[src/rtl/sa_12.sv]
`default_nettype none
// +----------------------------------------------------------------------------+
// | Module   : sa_12                                                           |
// | Purpose  : Round-robin switch allocator and registered output stage for    |
// |            router 12 (ports N, W, S, L).                                    |
// | Revision : 1.0  initial release                                            |
// +----------------------------------------------------------------------------+
module sa_12 #(
  parameter int DATASIZE = 40
) (
  input  logic                sa_clk,
  input  logic                rst,
  input  logic [DATASIZE-1:0] N_data_in,
  input  logic [DATASIZE-1:0] W_data_in,
  input  logic [DATASIZE-1:0] S_data_in,
  input  logic [DATASIZE-1:0] L_data_in,
  input  logic [3:0]          N_dir_in,
  input  logic [3:0]          W_dir_in,
  input  logic [3:0]          S_dir_in,
  input  logic [3:0]          L_dir_in,
  output logic                rc_ready_N,
  output logic                rc_ready_W,
  output logic                rc_ready_S,
  output logic                rc_ready_L,
  output logic [DATASIZE-1:0] N_data_out,
  output logic [DATASIZE-1:0] W_data_out,
  output logic [DATASIZE-1:0] S_data_out,
  output logic [DATASIZE-1:0] L_data_out,
  output logic                N_valid_out,
  output logic                W_valid_out,
  output logic                S_valid_out,
  output logic                L_valid_out,
  input  logic                N_ready_in,
  input  logic                W_ready_in,
  input  logic                S_ready_in,
  input  logic                L_ready_in,
  output logic                dir_err
);

  localparam int NP = 4;

  logic [DATASIZE-1:0] w_din [NP];
  logic [3:0]          w_dir [NP];
  logic [NP-1:0]       w_rdy;

  logic [DATASIZE-1:0] data_q [NP];
  logic [DATASIZE-1:0] data_d [NP];
  logic [NP-1:0]       valid_q, valid_d;
  logic [1:0]          ptr_q [NP];
  logic [1:0]          ptr_d [NP];
  logic                dir_err_q, dir_err_d;

  logic [NP-1:0]       w_gnt_vld;
  logic [1:0]          w_gnt_src [NP];
  logic [NP-1:0]       w_rc;

  assign w_din[0] = N_data_in;
  assign w_din[1] = W_data_in;
  assign w_din[2] = S_data_in;
  assign w_din[3] = L_data_in;
  assign w_dir[0] = N_dir_in;
  assign w_dir[1] = W_dir_in;
  assign w_dir[2] = S_dir_in;
  assign w_dir[3] = L_dir_in;
  assign w_rdy    = {L_ready_in, S_ready_in, W_ready_in, N_ready_in};

  // Per output: first requester at or after the pointer, gated by a free register.
  always_comb begin
    for (int o = 0; o < NP; o++) begin
      w_gnt_vld[o] = 1'b0;
      w_gnt_src[o] = 2'd0;
      for (int k = 0; k < NP; k++) begin
        if (!w_gnt_vld[o] && (w_dir[ptr_q[o] + 2'(k)] == (4'b0001 << o))) begin
          w_gnt_vld[o] = 1'b1;
          w_gnt_src[o] = ptr_q[o] + 2'(k);
        end
      end
      w_gnt_vld[o] = w_gnt_vld[o] && (!valid_q[o] || w_rdy[o]) && !rst;
    end
  end

  always_comb begin
    w_rc = '0;
    for (int o = 0; o < NP; o++) begin
      for (int i = 0; i < NP; i++) begin
        if (w_gnt_vld[o] && (w_gnt_src[o] == 2'(i))) begin
          w_rc[i] = 1'b1;
        end
      end
    end
  end

  always_comb begin
    data_d    = data_q;
    valid_d   = valid_q;
    ptr_d     = ptr_q;
    dir_err_d = dir_err_q;
    for (int o = 0; o < NP; o++) begin
      if (w_gnt_vld[o]) begin
        data_d[o]  = w_din[w_gnt_src[o]];
        valid_d[o] = 1'b1;
        ptr_d[o]   = w_gnt_src[o] + 2'd1;
      end else if (w_rdy[o]) begin
        valid_d[o] = 1'b0;
      end
    end
    // More than one direction bit set is a malformed request.
    for (int i = 0; i < NP; i++) begin
      if ((w_dir[i] != 4'd0) && ((w_dir[i] & (w_dir[i] - 4'd1)) != 4'd0)) begin
        dir_err_d = 1'b1;
      end
    end
  end

  always_ff @(posedge sa_clk) begin
    if (rst) begin
      for (int o = 0; o < NP; o++) begin
        data_q[o] <= '0;
        ptr_q[o]  <= 2'd0;
      end
      valid_q   <= '0;
      dir_err_q <= 1'b0;
    end else begin
      data_q    <= data_d;
      valid_q   <= valid_d;
      ptr_q     <= ptr_d;
      dir_err_q <= dir_err_d;
    end
  end

  assign rc_ready_N  = w_rc[0];
  assign rc_ready_W  = w_rc[1];
  assign rc_ready_S  = w_rc[2];
  assign rc_ready_L  = w_rc[3];
  assign N_data_out  = data_q[0];
  assign W_data_out  = data_q[1];
  assign S_data_out  = data_q[2];
  assign L_data_out  = data_q[3];
  assign N_valid_out = valid_q[0];
  assign W_valid_out = valid_q[1];
  assign S_valid_out = valid_q[2];
  assign L_valid_out = valid_q[3];
  assign dir_err     = dir_err_q;

endmodule
`default_nettype wire

[config.mk]
export PLATFORM = sky130hd
export DESIGN_NAME = sa_12
export DESIGN_NICKNAME = d
export VERILOG_FILES = /design/src/rtl/sa_12.sv
export SDC_FILE = /design/constraint.sdc
export NUM_CORES = 1
export LEC_CHECK = 0
export BUFFER_PORTS_ARGS = -buffer_cell sky130_fd_sc_hd__buf_2
export CAP_MARGIN = 30
export CORE_AREA = 2 2 146 148
export CTS_BUF_LIST = sky130_fd_sc_hd__clkbuf_4 sky130_fd_sc_hd__clkbuf_8 sky130_fd_sc_hd__clkbuf_16
export DETAILED_ROUTE_END_ITERATION = 7
export DIE_AREA = 0 0 148 150
export HOLD_SLACK_MARGIN = 0.02
export PLACE_DENSITY_LB_ADDON = 0.08
export SYNTH_ARGS = -nofsm -noshare
export SYNTH_HDL_FRONTEND = slang
export SYNTH_SLANG_ARGS = --single-unit
export TNS_END_PERCENT = 50
[constraint.sdc]
create_clock -name sa_clk -period 2.68 [get_ports sa_clk]
set_input_delay 0.268 -clock sa_clk [delete_from_list [all_inputs] [get_ports sa_clk]]
set_output_delay 0.268 -clock sa_clk [all_outputs]
set_load 0.02 [all_outputs]
==> run_results.csv, run 1 <==
group,metric,value,unit
route,vias,10400,
route,wl,37.0,mm
worst_hold_path,holdCritPathClass,"input port to flop",
power,combPwrFrac,25.6,%
final_layout,regArea,3470,µm²
sta,setup_viol,0,
power,swShare,32.9,%
final_layout,layout.nets,1581,
synthesis,yosysSeqAreaShare,32.8,%
sta,clock.fmax,384,MHz
clocking,cts_max_level,4,
clocking,clk_latency,440,ps
die,start_util,51.0,%
synthesis,mappedNetlistNets,1256,
final_layout,multiInputGateArea,6670,µm²
critical_path,start_kind,"input port",
placement,io_buffers,350,
final_layout,mostFrequentLayoutCells,"buf_2 (347), mux2i_1 (322), nand2_1 (172), dfxtp_1 (171), o221ai_1 (160)",
synthesis,synth_ff_type,"dfxtp_1",
sta,setup_tns,0,ps
sta,slew-limit-headroom,47.4,%
power,switchingPower,0.00241,W
synthesis,synth_seq_cells,173,
global_routing,grt_pass1_wl,55.6,mm
die,top_level_ports,351,
sta,finalCritPeriodShare,97.2,%
synthesis,yosysWarnings,0,
sta,finalHoldViolCount,0,
final_layout,fillers,1784,
synthesis,avgSynthCellArea,9.89,µm²
critical_path,required,2410,ps
final_layout,drive_above_1_share,34.5,%
clocking,clock-sinks,173,
final_layout,instances_no_fill,1683,
sta,drv_slew,0,
critical_path,max_stage_delay,640,ps
final_layout,layout_commonest_cell,"buf_2",
critical_path,path_cells,"buf_2 > buf_4 > nor4b_4 > a211oi_2 > o32ai_1 > o221ai_1 > buf_4",
critical_path,worstSetupPathType,"input port to output pin",
critical_path,cp_max_fo,7,
placement,place_area,12700,µm²
sta,skew,16.2,ps
die,num_rows,53,
route,wl_per_cell,22.0,µm
power,cellLeakagePower,6.74,nW
clocking,holdBufCountCts,0,
placement,gp_congestion,0.840,
clocking,cts_buffer_depth,2,
route,drtIter0Drc,519,
clocking,cts_buffers,17,
global_routing,grt_pass1_vias,9931,
synthesis,netlist_instances,1066,
run_status,status,"finished clean",
critical_path,crit_top_cell,"buf_4",
global_routing,grt_start_max_net_pins,59,
global_routing,grt_overflow,0,
synthesis,synth_cell_type_count,53,
die,die-area,22200,µm²
die,fp.dieH,150,µm
synthesis,async_flop_share,0,%
clocking,cts_tree,"done",
placement,dp_hpwl,24.7,mm
route,ant_nets,0,
die,core_area,20700,µm²
synthesis,synth.cell_area,10500,µm²
route,drc,0,
power,peakVddDrop,0.420,mV
sta,worstMarginPinSlew,787,ps
die,die_x,148,µm
job,max_cap_violations,0,
critical_path,cp-end-kind,"output pin",
route,dr.pass1.iters,5,
route,via_per_inst,6.20,
final_layout,final_area,13400,µm²
sta,fin_crit,2600,ps
power,internal_power,0.00491,W
critical_path,crit_family,"compound AO/OA/AOI/OAI gates",
critical_path,critPathBufInv,3,
critical_path,arrival,2340,ps
final_layout,syn_to_final_growth,27.1,%
power,p_seq_share,39.6,%
placement,dp.cells,1646,
clocking,path_clk_slew,70,ps
power,cellPowerDensity,546,nW/µm²
global_routing,grt_use_total,32.0,%
critical_path,crit_slowest_cell,"o32ai_1",
power,clockPowerShare,34.8,%
synthesis,synth_edf_count,0,
clocking,cts_root_buf,"clkbuf_16",
global_routing,antenna_found_initial,6,
## final timing paths
check | start | endpoint | slack (ps) | cells after the start
worst max register to register | ptr_q[5]$_SDFFE_PP0P_ | W_data_out[38]$_SDFFE_PP0P_ | 550 | 5
worst max-delay path | W_dir_in[2] | rc_ready_L | 80 | 7
worst min register to register | N_data_out[38]$_SDFFE_PP0P_ | N_data_out[38]$_SDFFE_PP0P_ | 460 | 2
worst min-delay path | W_dir_in[2] | dir_err$_SDFFE_PP0P_ | 180 | 3
## final cells by class
cell class                      instances  area share (%)
Clock inverter                         13            1.18
Antenna cell                            6           0.112
Inverter                                8           0.224
Clock buffer                           17            3.18
Sequential cell                       173            25.9
Multi-Input combinational cell        790            49.8
Tap cell                              275            2.57
Timing Repair Buffer                  401            17.1
## worst min-delay path: stages
cell and delay (ps):
buf_2 130, o31ai_1 80, a21oi_1 110
## state kept, by name (all words and copies together), names as in the netlist
| name | count |
|---|---|
| L_data_out | 40 |
| N_data_out | 40 |
| S_data_out | 40 |
| W_data_out | 40 |
| dir_err | 1 |
| ptr_q | 8 |
| valid_q | 4 |
## Yosys cell counts, types with 4 or more instances
library cell / n / area [µm²]
a21oi_1: 16 / 80.1
a22oi_1: 8 / 60.1
dfxtp_1: 173 / 3460
nor4_1: 4 / 25.0
nor4b_1: 5 / 43.8
buf_8: 5 / 75.1
nand2_1: 174 / 653
o221ai_1: 161 / 1410
nand3_1: 4 / 20.0
buf_2: 25 / 125
inv_1: 8 / 30.0
clkbuf_1: 38 / 143
buf_6: 17 / 191
nor2_1: 11 / 41.3
nor4b_2: 6 / 90.1
nor4b_4: 5 / 119
ha_1: 8 / 100
nand2b_1: 8 / 50.1
o22ai_1: 5 / 31.3
buf_4: 5 / 37.5
or4_1: 4 / 30.0
o221ai_2: 4 / 60.1
a211oi_1: 4 / 30.0
mux2i_1: 322 / 3220
## power by group through the flow
stage                     logic (W)  registers (W)  clock network [W]
after floorplan            0.000887        0.00317                  0
after global placement      0.00183        0.00295                  0
after detailed placement    0.00185        0.00295                  0
after CTS                   0.00185        0.00289            0.00257
after global routing        0.00199        0.00292            0.00269
final                       0.00187        0.00290            0.00255
## cells by family (layout without fill, tap and decap cells)
family	Yosys count	in the layout	synth area share, %
AOI/OAI and AO/OA	221	221	17.7
xor gates and xnor gates	1	1	0.0831
adders and majority gates	8	8	0.949
buffers and inverters	103	439	6.00
DFF	173	173	32.8
muxes	322	322	30.6
other	0	6	0
and+or+nand+nor	238	238	11.8
## repair_timing
item / CTS / global route
pin swaps: 0 / 5
setup endpoints to repair: 2 / 4
buffers inserted: 0 / 1
endpoints found under the hold margin: 0 / 0
resized for setup: 2 / 18
## metrics by stage
| step | total power, W | hold slack, ps | setup slack, ps | utilization (%) |
|---|---|---|---|---|
| 2_1_floorplan | 0.00406 | 416 | 111 | - |
| 3_3_place_gp | 0.00477 | 439 | 18.3 | 61.4 |
| 3_5_place_dp | 0.00480 | 441 | 14.2 | 61.4 |
| 4_1_cts | 0.00732 | 160 | 5.42 | 64.3 |
| 5_1_grt | 0.00760 | 185 | -21.2 | 64.7 |
| 6_report | 0.00732 | 177 | 76.3 | 64.7 |
## layer usage
metal	vias to the layer above	routed length, µm	share of wire (%)	track usage, %
met5	-	0	0	0
met4	0	1410	3.8	14.9
met3	97	2850	7.7	7.44
met2	481	17500	47	52.7
met1	5061	15200	41	39.8
li1	4794	-	-	-
(Power assumes the default switching activity.)
==> run 2: changes to the inputs <==
- REMOVE_ABC_BUFFERS: unset -> 1
==> run 2 against run 1 <==
Net effect:
- sequential power about the same
- sequential share of layout area decreased by 0.075 points
- worst setup slack improved by 2.1 ps
- highest routed layer unchanged
- largest power group unchanged
==> run_results.csv, run 2 (synthesis results as in run 1) <==
group,metric,value,unit
global_routing,grt_start_max_net_pins,42,
route,drc,0,
route,drtIter0Drc,636,
run_status,status,"finished clean",
sta,slew-limit-headroom,41.9,%
die,die-area,22200,µm²
sta,drv_slew,0,
final_layout,multiInputGateArea,6650,µm²
sta,rsz0062_at_grt,"no",
clocking,cts_max_level,4,
sta,setup_tns,0,ps
critical_path,worstSetupPathType,"input port to output pin",
final_layout,regArea,3470,µm²
route,ant_nets,0,
route,vias,10400,
route,dr.pass1.iters,5,
die,core_area,20700,µm²
critical_path,required,2410,ps
placement,io_buffers,350,
placement,dp_hpwl,25.6,mm
die,num_rows,53,
critical_path,cp_max_fo,6,
sta,finalCritPeriodShare,97.1,%
critical_path,cp-end-kind,"output pin",
route,wl,38.0,mm
job,max_cap_violations,0,
die,start_util,51.0,%
final_layout,syn_to_final_growth,27.4,%
global_routing,grt_pass1_vias,9871,
sta,fin_ws,78.4,ps
final_layout,mostFrequentLayoutCells,"buf_2 (349), mux2i_1 (322), nand2_1 (172), dfxtp_1 (171), o221ai_1 (161)",
clocking,cts_buffer_depth,2,
sta,finalHoldViolCount,0,
global_routing,grt_pass1_wl,56.8,mm
power,cellPowerDensity,541,nW/µm²
sta,clock.fmax,384,MHz
placement,dp.cells,1652,
final_layout,layout_commonest_cell,"buf_2",
clocking,cts_buffers,17,
placement,gp_congestion,0.885,
global_routing,antenna_found_initial,4,
final_layout,drive_above_1_share,34.5,%
clocking,cts_tree,"done",
sta,fin_crit,2600,ps
route,wl_per_cell,22.5,µm
global_routing,grt_use_total,32.8,%
global_routing,grt_overflow,0,
final_layout,instances_no_fill,1688,
final_layout,fillers,1818,
die,top_level_ports,351,
sta,worstMarginPinSlew,870,ps
critical_path,start_kind,"input port",
power,peakVddDrop,0.375,mV
sta,setup_viol,0,
clocking,cts_root_buf,"clkbuf_16",
critical_path,arrival,2330,ps
route,via_per_inst,6.18,
worst_hold_path,holdCritPathClass,"input port to flop",
power,cellLeakagePower,6.78,nW
die,die_x,148,µm
final_layout,layout.nets,1586,
clocking,clock-sinks,173,
placement,dp_slack,43.9,ps
sta,skew,13.5,ps
clocking,clk_latency,440,ps
clocking,post_cts_buffers,0,
clocking,path_clk_slew,70,ps
die,fp.dieH,150,µm
-- run 2: cell count changes in the layout (fill, tap and decap cells not counted), sizes merged --
cell | previous run | this run
diode | 6 | 5
inv | 15 | 12
bufinv | 2 | 1
clkinv | 1 | 6
clkbuf | 17 | 18
buf | 401 | 406
clkinvlp | 3 | 2
-- run 2: worst paths after layout --
path | start | end | slack [ps] | depth (start not counted)
hold reg to reg | W_data_out[31]$_SDFFE_PP0P_ | W_data_out[31]$_SDFFE_PP0P_ | 460 | 2
setup reg to reg | ptr_q[3]$_SDFFE_PP0P_ | S_data_out[15]$_SDFFE_PP0P_ | 590 | 6
hold / removal | W_dir_in[0] | dir_err$_SDFFE_PP0P_ | 170 | 3
setup / recovery | N_dir_in[2] | rc_ready_L | 80 | 9
-- run 2: power breakdown --
part           switching [W]  total [W]  leakage [nW]  internal (W)
Sequential          0.000122    0.00290          1.41       0.00278
Combinational        0.00115    0.00189          5.09      0.000750
Clock                0.00116    0.00247         0.275       0.00131
Total                0.00243    0.00726          6.78       0.00484
-- run 2: area by class of cell --
type | count | area share (%)
Clock buffer | 18 | 3.22
Sequential cell | 173 | 25.8
Tap cell | 275 | 2.56
Clock inverter | 13 | 1.01
Multi-Input combinational cell | 790 | 49.5
Inverter | 8 | 0.224
Antenna cell | 5 | 0.0931
Timing Repair Buffer | 406 | 17.6
-- run 2: critical path, cell delays in order --
cell and delay (ps):
buf_2 160, nor4b_4 560, a211oi_4 130, o32ai_4 310, inv_1 100, ha_1 210
a22oi_1 180, o221ai_1 190, buf_2 210
-- run 2: metal layers --
metal  vias up  global-route usage [%]  share of wire (%)
met5         -                       0                  0
met1      5082                    41.8                 42
met4         0                    13.3                2.7
met2       472                    53.9                 47
li1       4809                       -                  -
met3        68                    7.26                8.2
-- run 2: through the flow --
stage / hold WS [ps] / utilization, % / area, µm² / power, W
finish: 174 / 64.9 / 13400 / 0.00726
global route: 195 / 64.9 / 13400 / 0.00752
CTS: 157 / 64.6 / 13400 / 0.00726
detailed placement: 441 / 61.8 / 12800 / 0.00482
global placement: 440 / 61.8 / 12800 / 0.00479
floorplan: 337 / - / 9940 / 0.00407
-- run 2: repair_timing --
item | in CTS | in global routing
hold buffers | 0 | 0
endpoints found under the hold margin | 0 | 0
endpoints found under the setup margin | 2 | 4
pin swaps | 0 | 5
gates resized for setup | 1 | 13
